**src/rtl/sha256_round_sequencer.sv**
```systemverilog
// sha256_round_sequencer: control FSM for one SHA-256 compression engine.
// Takes one 512-bit block over a valid/ready handshake.
// For that block it runs the state load, ROUNDS rounds and the final hash add,
// then presents the digest over a valid/ready handshake.
// No data passes through this block; it only drives the K ROM address and
// the datapath strobes.
// Optional build macro: SHA256_SEQ_STALL_EN adds a 'stall' input. The stall
// input freezes LOAD, ROUND and FINAL in place and suppresses their strobes.
module sha256_round_sequencer #(
   parameter int ROUNDS  = 64,
   parameter int ROUND_W = 6,
   parameter int SCHED_W = 16
) (
   input  logic               clk,
   input  logic               rst_n,
   input  logic               in_valid,
   input  logic               in_first,
   output logic               in_ready,
   output logic [ROUND_W-1:0] k_addr,
   output logic               load_iv,
   output logic               load_state,
   output logic               round_en,
   output logic               w_sel,
   output logic               w_shift,
   output logic               final_add,
   output logic               out_valid,
   input  logic               out_ready,
`ifdef SHA256_SEQ_STALL_EN
   input  logic               stall,
`endif
   output logic               busy
);

   localparam logic [ROUND_W-1:0] LAST_ROUND = ROUND_W'(ROUNDS - 1);

   typedef enum logic [2:0] {
      S_IDLE  = 3'd0,
      S_LOAD  = 3'd1,
      S_ROUND = 3'd2,
      S_FINAL = 3'd3,
      S_DONE  = 3'd4
   } state_t;

   state_t             state_reg, state_next;
   logic [ROUND_W-1:0] round_reg, round_next;
   logic               first_reg, first_next;
   logic               hold;

   // The default build behaves as if stall were tied low.
`ifdef SHA256_SEQ_STALL_EN
   assign hold = stall;
`else
   assign hold = 1'b0;
`endif

   // State, round counter and latched first-block flag; reset wins over everything.
   always_ff @(posedge clk) begin
      if (!rst_n) begin
         state_reg <= S_IDLE;
         round_reg <= '0;
         first_reg <= 1'b0;
      end else begin
         state_reg <= state_next;
         round_reg <= round_next;
         first_reg <= first_next;
      end
   end

   // Next-state and round-counter update.
   always_comb begin
      state_next = state_reg;
      round_next = round_reg;
      first_next = first_reg;
      case (state_reg)
         S_IDLE: begin
            if (in_valid) begin
               state_next = S_LOAD;
               first_next = in_first;
            end
         end
         S_LOAD: begin
            if (!hold) begin
               state_next = S_ROUND;
               round_next = '0;
            end
         end
         S_ROUND: begin
            if (!hold) begin
               if (round_reg == LAST_ROUND) begin
                  // The last round leaves the counter at zero, so the counter never wraps.
                  state_next = S_FINAL;
                  round_next = '0;
               end else begin
                  round_next = round_reg + 1'b1;
               end
            end
         end
         S_FINAL: begin
            if (!hold) state_next = S_DONE;
         end
         S_DONE: begin
            // A new block cannot be taken in this cycle; IDLE takes it on the next one.
            if (out_ready) state_next = S_IDLE;
         end
         default: state_next = S_IDLE;
      endcase
   end

   // Moore output decode from the registered state and round; stall only masks strobes.
   always_comb begin
      in_ready   = 1'b0;
      k_addr     = '0;
      load_iv    = 1'b0;
      load_state = 1'b0;
      round_en   = 1'b0;
      w_sel      = 1'b0;
      w_shift    = 1'b0;
      final_add  = 1'b0;
      out_valid  = 1'b0;
      busy       = (state_reg != S_IDLE);
      case (state_reg)
         S_IDLE:  in_ready = 1'b1;
         S_LOAD: begin
            load_iv    = first_reg & ~hold;
            load_state = ~first_reg & ~hold;
         end
         S_ROUND: begin
            k_addr   = round_reg;
            round_en = ~hold;
            w_shift  = ~hold;
            w_sel    = (int'(round_reg) >= SCHED_W);
         end
         S_FINAL: final_add = ~hold;
         S_DONE:  out_valid = 1'b1;
         default: ;
      endcase
   end

endmodule

```
**config.mk**
```make
export PLATFORM = sky130hd
export DESIGN_NAME = sha256_round_sequencer
export DESIGN_NICKNAME = d
export VERILOG_FILES = /design/src/rtl/sha256_round_sequencer.sv
export SDC_FILE = /design/constraint.sdc
export NUM_CORES = 1
export LEC_CHECK = 0
export CORE_MARGIN = 2
export CORE_UTILIZATION = 43
export CTS_CLUSTER_SIZE = 40
export DETAILED_ROUTE_END_ITERATION = 8
export MAX_ROUTING_LAYER = met4
export PLACE_DENSITY = 0.76
export SLEW_MARGIN = 40
export SYNTH_ARGS = -nofsm -noshare
export SYNTH_HDL_FRONTEND = slang
export SYNTH_SLANG_ARGS = --single-unit
```
**constraint.sdc**
```tcl
create_clock -name clk -period 1.8 [get_ports clk]
set_input_delay 0.36 -clock clk [delete_from_list [all_inputs] [get_ports clk]]
set_output_delay 0.36 -clock clk [all_outputs]
set_load 0.02 [all_outputs]
```
After elaboration in Yosys (flattened, before gate mapping)
Index checks and enable logic that the tools add are counted.

Register bits after elaboration: 10.

Add/subtract/negate cells: 1. $lt $le $gt $ge: 1. Eq/ne operators: 8. Muxes and demuxes: 14. Bitwise gates (word level): 1. Reduce and logical (&&, ||, !) cells: 5.

Operators with widths (count): 3-bit one-hot mux with 5 select lines (1); 6-bit two-way mux (2); 6-bit one-hot mux with 2 select lines (1); 3-bit two-way mux (3); 1-bit two-way mux (7); 6-bit by 1-bit adder with 6-bit output, second input constant (1); 3-bit by 2-bit == test with 1-bit output, second input constant (2); 6-bit == test, second input constant (1); 6-bit by 5-bit >= comparator with 1-bit output, second input constant (1); 2-bit inequality test, second input constant (3); 3-bit by 1-bit == test with 1-bit output, second input constant (1); 3-bit == test, second input constant (1); 3-bit zero test (1); 3-bit AND reduction (1); 3-bit nonzero test (1); 2-bit AND reduction (1); 2-bit nonzero test (1); 1-bit inverter (1).

Logic depth before layout (Yosys ltp)
Word-level depth: 3. Gate-level depth with buffers: 5.

Worst setup path after synthesis
OpenSTA, ideal clock, no wires.

Kind: reg2out. From: register state_reg[2]. To: output port load_state. Data arrival time: 1262 ps. Required time: 1440 ps. Slack: 178 ps. Cell stages (with the launch flop): 3. Path buffers: 1. Cells stage by stage: dfxtp_1 -> buf_2 -> nor4b_1.

Word-level cells in the longest chain between the ends: 2.

RTL lines: start: declaration (RTL line 44) `state_t state_reg, state_next;`; start signal: assignment (RTL line 63) `state_reg <= state_next;`; 3-bit by 1-bit == test with 1-bit output (RTL line 121) `case (state_reg)`; 1-bit two-way mux (RTL line 121); end: declaration (RTL line 21) `output logic load_state,`.

No other way between the ends.

Worst setup path after layout
From: register state_reg[1]. To: output port round_en.

Word-level cells in the longest chain between the ends: 2.

RTL lines: 3-bit by 2-bit == test with 1-bit output (RTL line 121); 1-bit two-way mux (RTL line 121); end: declaration (RTL line 22) `output logic round_en,`.

No other way between the ends.

==> impl_results.md <==
* Status: finished clean
* Total congestion overflow at 0
* Vias/cell at 5.63
* DRT Pass-1 Iters at 4
* CP Data Arrival Time at 1.40 ns
* Area occupied by multi-input gates at 369 sq um
* 1st-iter DRT viols at 19
* Vias in the first global route at 531
* Register area at 203 sq um
* Hold path startpoint: round_reg[1]$_SDFFE_PN0P_
* End of the worst hold path: round_reg[1]$_SDFFE_PN0P_
* Max incr delay on CP at 0.38 ns
* DP Wirelength at 965 um
* Rel. slew slack at 0.771
* Final period util at 0.975
* Die ar. at 1720 sq um
* Drt wl/cell at 12.6 um
* Worst vdd ir at 0.000386 V
* Num CTS Buffers at 3
* Critical Path End Type: primary output
* Register bit count reported by yosys at 10
* CTS max path bufs at 2
* Clock power share at 0.272
* Inserted Diodes at 0
* Most used flip-flop cell after synthesis: dfxtp_1
* CP startpoint kind: flip-flop
* CTS sink count at 10
* Filler Cells Inserted at 119
* Non-filler instance count after layout at 112
* Mapped Area at 604 sq um
* Final hold slack at 0.550 ns
* DR vias at 631
* Core Area at 1300 sq um
* Kind of critical path: reg -> out
* Root Buffer: clkbuf_4
* Row count at 13
* CTS tree: yes
* Crit-path max FO at 5
* Combinational share of power at 0.271
* Avg Inst Size Synth at 8.63 sq um
* Power, Total at 0.538 mW
* Synth top area share at 0.331
* Hold Path Depth at 2
* Reg-to-Reg Start: round_reg[0]$_SDFFE_PN0P_
* Worst skew pair latency at 0.26 ns
* H-tree Lvls at 1
* Worst hold path type: reg -> reg
* Area of placed instances at 837 sq um
* Area Overhead vs Synth at 41.2%
* Post-synthesis async set-or-reset flop share at 0
* Synth unique cells at 35
* GR Util All Layers at 0.178
* Max_cap viols at 0
* Leakage at 0.371 nW
* I/O pin count at 20
* Synth Instances at 70
* Worst Max-Slew Pin Slew at 0.342 ns
* Crit path cell chain: nor3b_4 -> buf_4 -> dlygate4sd2_1
* Initial antenna violation count at 0
* Reg clk slew, reported paths at 0.05 ns
* Worst reg-to-reg setup slack at 0.33 ns
* Crit path depth at 3
* Largest cells by area after synthesis: dfxtp_1, and2_1, a311oi_1
* Post-synth EDFFs at 0
* Die extent in y at 41.5 um
* Core Util, Final at 0.656
* Port-buffer cells at 19
* Hold Fails Final Rpt at 0
* Psw at 0.157 mW
* Int Power at 0.381 mW
* Register area share after synthesis at 0.331
* Syn nets at 76
* Highest-delay cell along the critical path: dfxtp_1
* Switch share at 0.292
* Reg2reg end: state_reg[0]$_SDFFE_PN0P_
* Final Max Slew Viols at 0
* Final instance area at 853 sq um
* GP Congestion at 0.817
* CP required at 1.44 ns
* Initial Utilization at 0.464
* Unrepaired setup endpoints after global routing: yes
* R2R cell count at 4
* Placed Cells incl. Taps at 106
* DRC at 0
* Fmax at 570 MHz
* Synth area leader: dfxtp_1
* Largest net degree at the start of global routing at 10
* Max FFs per register at 6
* Setup Skew at 0.0102 ns
* Delay-heaviest family, CP: buffers and inverters
* Power per Cell Area at 631 nW/um^2
* Reg power frac at 0.457
* Endpoints failing setup at 0
* First-pass GRT wire length at 2300 um
* Routed Antenna Nets at 0
* Chip Width at 41.5 um
* # nets final at 105
* Post-Route WL at 1410 um
* Share of cells above drive strength 1 at 0.258
* Bufs and invs on worst path at 2
* Warnings from Yosys at 0
* Final min period at 1.76 ns
## power groups by stage
| stage | Clock (mW) | Sequential (mW) | Combinational [mW] |
|---|---|---|---|
| after global placement | 0 | 0.247 | 0.148 |
| after global routing | 0.156 | 0.247 | 0.161 |
| after floorplan | 0 | 0.240 | 0.0913 |
| after detailed placement | 0 | 0.248 | 0.148 |
| final | 0.147 | 0.246 | 0.146 |
| after CTS | 0.152 | 0.245 | 0.146 |
## repair_timing
| item | in CTS | in global routing |
|---|---|---|
| buffers inserted | 2 | 0 |
| resized for setup | 17 | 19 |
| endpoints found under the setup margin | 15 | 12 |
| hold buffers | 0 | 0 |
| pin swaps | 2 | 0 |
| hold endpoints to repair | 0 | 0 |
| gates cloned | 1 | 0 |
## worst reg2reg max path: stages (launching register included)
cell       delay (ns)
dfxtp_1          0.44
ha_1             0.23
and3_1           0.20
nand4_1          0.10
a2111oi_1        0.36
## cell families after synthesis
logic type,count (synthesis),share of synthesized area
xor+xnor,1,0.0145
fa+ha+maj,1,0.0207
buf+inv,9,0.0787
simple gates,29,0.319
compound gates,20,0.236
flops,10,0.331
## per-stage QoR
step / TNS [ns] / setup WS, ns
after floorplan: 0 / 0.178
after global placement: -0.414 / -0.0528
after detailed placement: -0.457 / -0.0595
after CTS: 0 / 0.00736
after global routing: -0.0390 / -0.0195
final: 0 / 0.0446
## layout make-up
type,instances,area share
Inverter,3,0.0132
Clock buffer,3,0.0264
Sequential cell,10,0.238
Multi-Input combinational cell,52,0.433
Tap cell,15,0.0220
Timing Repair Buffer,29,0.268
## layer usage
layer  vias to the layer above  part of all wire  wire (um)  track usage
met2                        21              0.45        637        0.281
met3                         2             0.068         96       0.0652
met1                       292              0.47        663        0.209
met4                         0            0.0099         14       0.0581
met5                         -                 0          0            -
li1                        316                 -          -            -
## cell usage after synthesis (2+ instances only)
master,instances
o211ai_1,3
nand2b_1,2
and2_1,6
nand3_1,2
buf_2,2
and3_1,2
buf_4,3
nand2_1,4
nor2_1,2
inv_1,2
nand4_1,2
o21a_1,2
a311oi_1,3
o21ai_0,2
a21oi_1,4
dfxtp_1,10
## worst max-delay path by stage
stage,start,end,slack (ns)
2_1_floorplan,state_reg[2]$_SDFFE_PN0P_,load_state,0.18
3_5_place_dp,state_reg[0]$_SDFFE_PN0P_,k_addr[2],-0.06
4_1_cts,state_reg[1]$_SDFFE_PN0P_,k_addr[4],0.007
5_1_grt,state_reg[1]$_SDFFE_PN0P_,round_en,-0.02
6_report,state_reg[1]$_SDFFE_PN0P_,round_en,0.04
3_3_place_gp,state_reg[0]$_SDFFE_PN0P_,k_addr[1],-0.05
## placed cells by master, fill, tap and decap left out, types with 3 or more instances in the layout
master	n
a21oi_1	4
a311oi_1	3
and2_1	6
buf_4	10
clkbuf_2	6
clkbuf_4	3
clkdlybuf4s15_1	4
clkdlybuf4s50_1	4
dfxtp_1	8
dlygate4sd2_1	5
nand2_1	4
o211ai_1	3
(Power assumes the default switching activity.)
